## src/rtl/framebuffer_reader_if.sv

```systemverilog
// Framebuffer read port, UART transmit port and frame control/status
// for the framebuffer reader.
interface framebuffer_reader_if;
  logic        start;
  logic [9:0]  addr_x;
  logic [9:0]  addr_y;
  logic        read;
  logic [31:0] data_in;
  logic        rd_valid;
  logic [7:0]  tx_data;
  logic        tx_start;
  logic        tx_busy;
  logic        busy;
  logic        done_sending;

  // The reader drives requests and bytes.
  modport master (
    input  start, data_in, rd_valid, tx_busy,
    output addr_x, addr_y, read, tx_data, tx_start, busy, done_sending
  );

  // The framebuffer, the UART and the controller face the reader.
  modport slave (
    output start, data_in, rd_valid, tx_busy,
    input  addr_x, addr_y, read, tx_data, tx_start, busy, done_sending
  );
endinterface

```

## src/rtl/framebuffer_reader.sv

```systemverilog
// Reads a 4-bit-per-pixel framebuffer one 32-bit word at a time and streams
// every word to a UART, least-significant byte first.
module framebuffer_reader #(
  parameter int WIDTH        = 640,
  parameter int HEIGHT       = 480,
  parameter int PIX_PER_WORD = 8
) (
  input  logic                 clk,
  input  logic                 reset,
  framebuffer_reader_if.master bus
);

  localparam int WORDS = WIDTH * HEIGHT / PIX_PER_WORD;
  localparam int WI_W  = (WORDS > 1) ? $clog2(WORDS) : 1;
  localparam logic [WI_W-1:0] LAST_WORD = WI_W'(WORDS - 1);

  typedef enum logic [2:0] {
    IDLE, REQ, WAIT_DATA, SEND, TX_ACK, TX_WAIT, NEXT_WORD, DONE
  } state_t;

  state_t          state_reg, state_next;
  logic [WI_W-1:0] word_idx_reg;
  logic [1:0]      byte_idx_reg;
  logic [9:0]      x_reg, y_reg;
  logic [31:0]     buffer_reg;
  logic [7:0]      tx_data_reg;
  logic [10:0]     x_step;

  logic            read_o, tx_start_o, busy_o, done_o;
  logic [9:0]      addr_x_o, addr_y_o;

  // Column/row are tracked incrementally instead of dividing word_idx by
  // WIDTH; one extra bit keeps the end-of-row comparison from wrapping.
  assign x_step = {1'b0, x_reg} + 11'(PIX_PER_WORD);

  // State register.
  always_ff @(posedge clk or posedge reset) begin
    if (reset) state_reg <= IDLE;
    else       state_reg <= state_next;
  end

  // Next-state logic.
  always_comb begin
    state_next = state_reg;
    case (state_reg)
      IDLE, DONE: if (bus.start) state_next = REQ;
      REQ:        state_next = WAIT_DATA;
      WAIT_DATA:  if (bus.rd_valid) state_next = SEND;
      SEND:       if (!bus.tx_busy) state_next = TX_ACK;
      // One-cycle ack window: leave whether or not the UART raised busy.
      TX_ACK:     state_next = TX_WAIT;
      TX_WAIT: begin
        if (!bus.tx_busy) state_next = (byte_idx_reg == 2'd3) ? NEXT_WORD : SEND;
      end
      NEXT_WORD:  state_next = (word_idx_reg == LAST_WORD) ? DONE : REQ;
      default:    state_next = IDLE;
    endcase
  end

  // Datapath: word/byte counters, pixel address, shift buffer, tx byte.
  always_ff @(posedge clk or posedge reset) begin
    if (reset) begin
      word_idx_reg <= '0;
      byte_idx_reg <= '0;
      x_reg        <= '0;
      y_reg        <= '0;
      buffer_reg   <= '0;
      tx_data_reg  <= '0;
    end else begin
      case (state_reg)
        IDLE, DONE: begin
          if (bus.start) begin
            word_idx_reg <= '0;
            byte_idx_reg <= '0;
            x_reg        <= '0;
            y_reg        <= '0;
          end
        end
        WAIT_DATA: if (bus.rd_valid) buffer_reg <= bus.data_in;
        // tx_data is loaded on the edge entering TX_ACK, so it is valid for
        // the whole tx_start pulse and holds until the next launch.
        SEND: if (!bus.tx_busy) tx_data_reg <= buffer_reg[7:0];
        TX_WAIT: begin
          if (!bus.tx_busy) begin
            buffer_reg   <= {8'h00, buffer_reg[31:8]};
            byte_idx_reg <= byte_idx_reg + 2'd1;
          end
        end
        NEXT_WORD: begin
          if (word_idx_reg != LAST_WORD) begin
            word_idx_reg <= word_idx_reg + 1'b1;
            byte_idx_reg <= '0;
            if (x_step >= 11'(WIDTH)) begin
              x_reg <= '0;
              y_reg <= y_reg + 10'd1;
            end else begin
              x_reg <= x_step[9:0];
            end
          end
        end
        default: ;
      endcase
    end
  end

  // Output decode from the current state.
  always_comb begin
    read_o     = 1'b0;
    addr_x_o   = '0;
    addr_y_o   = '0;
    tx_start_o = 1'b0;
    busy_o     = 1'b1;
    done_o     = 1'b0;
    case (state_reg)
      REQ, WAIT_DATA: begin
        read_o   = 1'b1;
        addr_x_o = x_reg;
        addr_y_o = y_reg;
      end
      TX_ACK:  tx_start_o = 1'b1;
      IDLE:    busy_o = 1'b0;
      DONE: begin
        busy_o = 1'b0;
        done_o = 1'b1;
      end
      default: ;
    endcase
  end

  assign bus.read         = read_o;
  assign bus.addr_x       = addr_x_o;
  assign bus.addr_y       = addr_y_o;
  assign bus.tx_start     = tx_start_o;
  assign bus.tx_data      = tx_data_reg;
  assign bus.busy         = busy_o;
  assign bus.done_sending = done_o;

endmodule

```

## src/flat_wrapper.sv

```systemverilog
// flat-port wrapper written by rule: the top's interface ports become plain ports
module framebuffer_reader_flat 
#(
  parameter int WIDTH        = 640,
  parameter int HEIGHT       = 480,
  parameter int PIX_PER_WORD = 8
)
  (clk, reset, bus_start, bus_data_in, bus_rd_valid, bus_tx_busy, bus_addr_x, bus_addr_y, bus_read, bus_tx_data, bus_tx_start, bus_busy, bus_done_sending);
  framebuffer_reader_if bus_i ();
  input  logic clk;
  input  logic reset;
  input wire logic [$bits(bus_i.start)-1:0] bus_start;
  input wire logic [$bits(bus_i.data_in)-1:0] bus_data_in;
  input wire logic [$bits(bus_i.rd_valid)-1:0] bus_rd_valid;
  input wire logic [$bits(bus_i.tx_busy)-1:0] bus_tx_busy;
  output wire logic [$bits(bus_i.addr_x)-1:0] bus_addr_x;
  output wire logic [$bits(bus_i.addr_y)-1:0] bus_addr_y;
  output wire logic [$bits(bus_i.read)-1:0] bus_read;
  output wire logic [$bits(bus_i.tx_data)-1:0] bus_tx_data;
  output wire logic [$bits(bus_i.tx_start)-1:0] bus_tx_start;
  output wire logic [$bits(bus_i.busy)-1:0] bus_busy;
  output wire logic [$bits(bus_i.done_sending)-1:0] bus_done_sending;
  assign bus_i.start = bus_start;
  assign bus_i.data_in = bus_data_in;
  assign bus_i.rd_valid = bus_rd_valid;
  assign bus_i.tx_busy = bus_tx_busy;
  assign bus_addr_x = bus_i.addr_x;
  assign bus_addr_y = bus_i.addr_y;
  assign bus_read = bus_i.read;
  assign bus_tx_data = bus_i.tx_data;
  assign bus_tx_start = bus_i.tx_start;
  assign bus_busy = bus_i.busy;
  assign bus_done_sending = bus_i.done_sending;
  framebuffer_reader #(.WIDTH(WIDTH), .HEIGHT(HEIGHT), .PIX_PER_WORD(PIX_PER_WORD)) u_core (.clk(clk), .reset(reset), .bus(bus_i));
endmodule
```

## config.mk

```make
export PLATFORM = sky130hd
export DESIGN_NAME = framebuffer_reader_flat
export DESIGN_NICKNAME = d
export VERILOG_FILES = /design/src/rtl/framebuffer_reader_if.sv /design/src/rtl/framebuffer_reader.sv /design/src/flat_wrapper.sv
export SDC_FILE = /design/constraint.sdc
export NUM_CORES = 1
export LEC_CHECK = 0
export CAP_MARGIN = 20
export CORE_MARGIN = 1.5
export CORE_UTILIZATION = 48
export CTS_CLUSTER_DIAMETER = 50
export DETAILED_ROUTE_END_ITERATION = 12
export PLACE_DENSITY = 0.81
export SYNTH_ARGS = -nofsm -noshare
export SYNTH_HDL_FRONTEND = slang
export SYNTH_SLANG_ARGS = --single-unit
```

## constraint.sdc

```tcl
create_clock -name clk -period 2.35 [get_ports clk]
set_input_delay 0.47 -clock clk [delete_from_list [all_inputs] [get_ports clk]]
set_output_delay 0.47 -clock clk [all_outputs]
set_load 0.1 [all_outputs]
```

==> out/summary.txt <==
Status = completed
Combinational share of power = 0.494
Post-route DRC = 0
Mean Syn Cell Area = 9.52 sq um
Area after DPL = 5250 sq um
Power density over the cells = 1070 nW/um^2
Largest net degree at the start of global routing = 57
Clock transition at path regs = 90 ps
Measured slew at the worst slew-check pin = 1020 ps
Final Net Count = 552
Core area = 8300 sq um
Wirelength per Cell = 15.8 microns
Post-DP HPWL = 6930 microns
FF/Latch Area = 1950 sq um
Final min period = 2260 ps
Yosys warnings = 0
Clock power share = 0.177
H-tree depth = 3
Syn Inst Count = 435
Hold WS = 431 ps
Buffers & Inverters on Critical Path = 3
CP arrival = 1790 ps
Async S/R FF share, synth = 1.00
Post-synth top flop = dfrtp_1
FP Rows = 33
CP Capture Type = output port
Synthesized cell area = 4140 sq um
Yosys reg bits = 78
Area grow syn2layout = 33.2%
Drt initial violations = 252
DR vias = 3549
Final count of pins violating max slew = 0
Gpl congestion = 0.901
Largest register FFs = 32
Layout cells sized above 1 = 0.229
Final Cell Area = 5520 sq um
Initial antenna violation count = 0
Worst Skew = 16.4 ps
Final setup fails = 0
Initial core utilization = 0.499
Commonest cells after routing, fill and taps aside = 78 x dfrtp_1, 53 x nand2_1, 53 x o21ai_0
Tot GR Track Use = 0.222
Post-CTS Hold Buffers = 0
Via density = 5.71
Worst-path fanout max = 19
Top Family by Delay on Critical Path = buffers and inverters
M1 wire length = 4430 microns
Cell variety after synth = 49
TNS Setup = 0 ps
Clk sinks = 78
Filler instances = 652
Commonest non-fill, non-tap cell in the layout = dfrtp_1
Congestion Overflow GR = 0
Seq/Total Area, Yosys = 0.471
P_sw = 0.00264 W
Peak supply drop = 1100 uV
Die outline area = 9190 sq um
Post-synth EDFFs = 0
Max Clk Rate = 442 MHz
Clock root cell = clkbuf_8
Post-Route WL = 9830 microns
First-pass GRT wire length = 15900 microns
Area of the multi-input gates = 2130 sq um
CTS Buf Count = 9
Maximum Capacitance Violations = 0
Drt pass-1 iters = 5
Final worst slack = 89.9 ps
Flop pwr share = 0.329
P_leak = 2.55 nW
PortBufs = 65
Worst skew pair latency = 360 ps
CP max-delay cell = dfrtp_1
Critical path cell sequence = buf_4, xnor2_4, nor2_1, buf_6, and2_1, buf_12
Crit Path Class = reg2out
Startpoint Class = register
Slew margin rel. = 0.319
Final ANT Viol Nets = 0
Vias in the first global route = 3359
Switch share = 0.447
Cell-internal power = 0.00327 W
Post-Place Setup Slack = -227 ps
CP Data Required Time = 1880 ps
Part of the cycle the worst path needs = 0.962
Die Span X = 95.9 microns
CTS tree = done
Top Metal Used = met4
Ant diodes = 0
DR WL met3 = 417 microns
I/O pins = 69
Die height = 95.9 microns
Max incr delay on CP = 390 ps
DR WL met2 = 4880 microns
Hold crit path type = in2async
Hold Vio Cnt, Final = 0
Clock Path Buffers = 2
logic make-up (layout without fill, tap and decap cells):
group,after synthesis,in the layout,synth area share
adders and majority gates,4,4,0.0121
AOI/OAI and AO/OA,107,107,0.163
muxes,37,37,0.0940
xor gates and xnor gates,2,2,0.00423
buffers and inverters,37,116,0.0414
and+or+nand+nor,169,169,0.213
DFF,78,78,0.471
other,1,3,0.000905
what timing repair did:
item                       in CTS  in global routing
setup endpoints to repair      15                 27
resized for setup               1                 10
hold endpoints to repair        0                  0
setup buffers                   0                  1
worst paths after layout:
check                           slack, ps                       to  cells after the start                   from
worst max-delay path                   90            bus_addr_y[9]                      6    u_core.state_reg[1]
worst min-delay path                  430   u_core.byte_idx_reg[0]                      2                  reset
worst max register to register        130  u_core.word_idx_reg[13]                      5    u_core.state_reg[0]
worst min register to register        490    u_core.buffer_reg[25]                      2  u_core.buffer_reg[25]
max in group asynchronous            1350          u_core.x_reg[8]                      3                  reset
min in group clk                      490    u_core.buffer_reg[25]                      2  u_core.buffer_reg[25]
final cells by class:
type / count / area share
timing repair buffer: 93 / 0.193
clock inverter: 7 / 0.0145
sequential: 78 / 0.354
inverter: 7 / 0.00544
clock buffer: 9 / 0.0225
multi-input combinational: 322 / 0.386
tap: 105 / 0.0238
synthesized netlist by cell type, types with 10 or more instances:
master,count,share of area
dfrtp_1,78,0.47
nand2_1,53,0.048
o21ai_0,53,0.064
mux2i_1,25,0.060
nand3_1,23,0.028
nor2_1,22,0.020
o31ai_1,22,0.040
clkbuf_1,19,0.017
and2_1,17,0.026
mux2_2,11,0.030
and3_1,10,0.015
nor3_1,10,0.012
stage by stage:
step | std cells | utilization | power [W]
after floorplan | 437 | - | 0.00393
after global placement | 604 | 0.633 | 0.00466
after detailed placement | 604 | 0.633 | 0.00478
after CTS | 620 | 0.658 | 0.00584
after global routing | 621 | 0.665 | 0.00627
final | 621 | 0.665 | 0.00591
per-layer routing:
layer | up-vias | global-route usage
met1 | 1711 | 0.307
li1 | 1719 | -
met2 | 109 | 0.355
met3 | 10 | 0.0403
met5 | - | 0
met4 | 0 | 0.0662
power by group through the flow:
stage / clock (W) / sequential (W) / combinational [W]
after floorplan: 0 / 0.00232 / 0.00162
after global placement: 0 / 0.00193 / 0.00273
after detailed placement: 0 / 0.00196 / 0.00282
after CTS: 0.00106 / 0.00194 / 0.00284
after global routing: 0.00112 / 0.00199 / 0.00316
final: 0.00105 / 0.00194 / 0.00292
worst register-to-register path: stages (launching register included):
cell and delay (ps):
dfrtp_1 490, or4b_4 580, nand3_2 110, o21ai_2 100
or4_4 530, mux2_4 300
(Power assumes the default switching activity.)
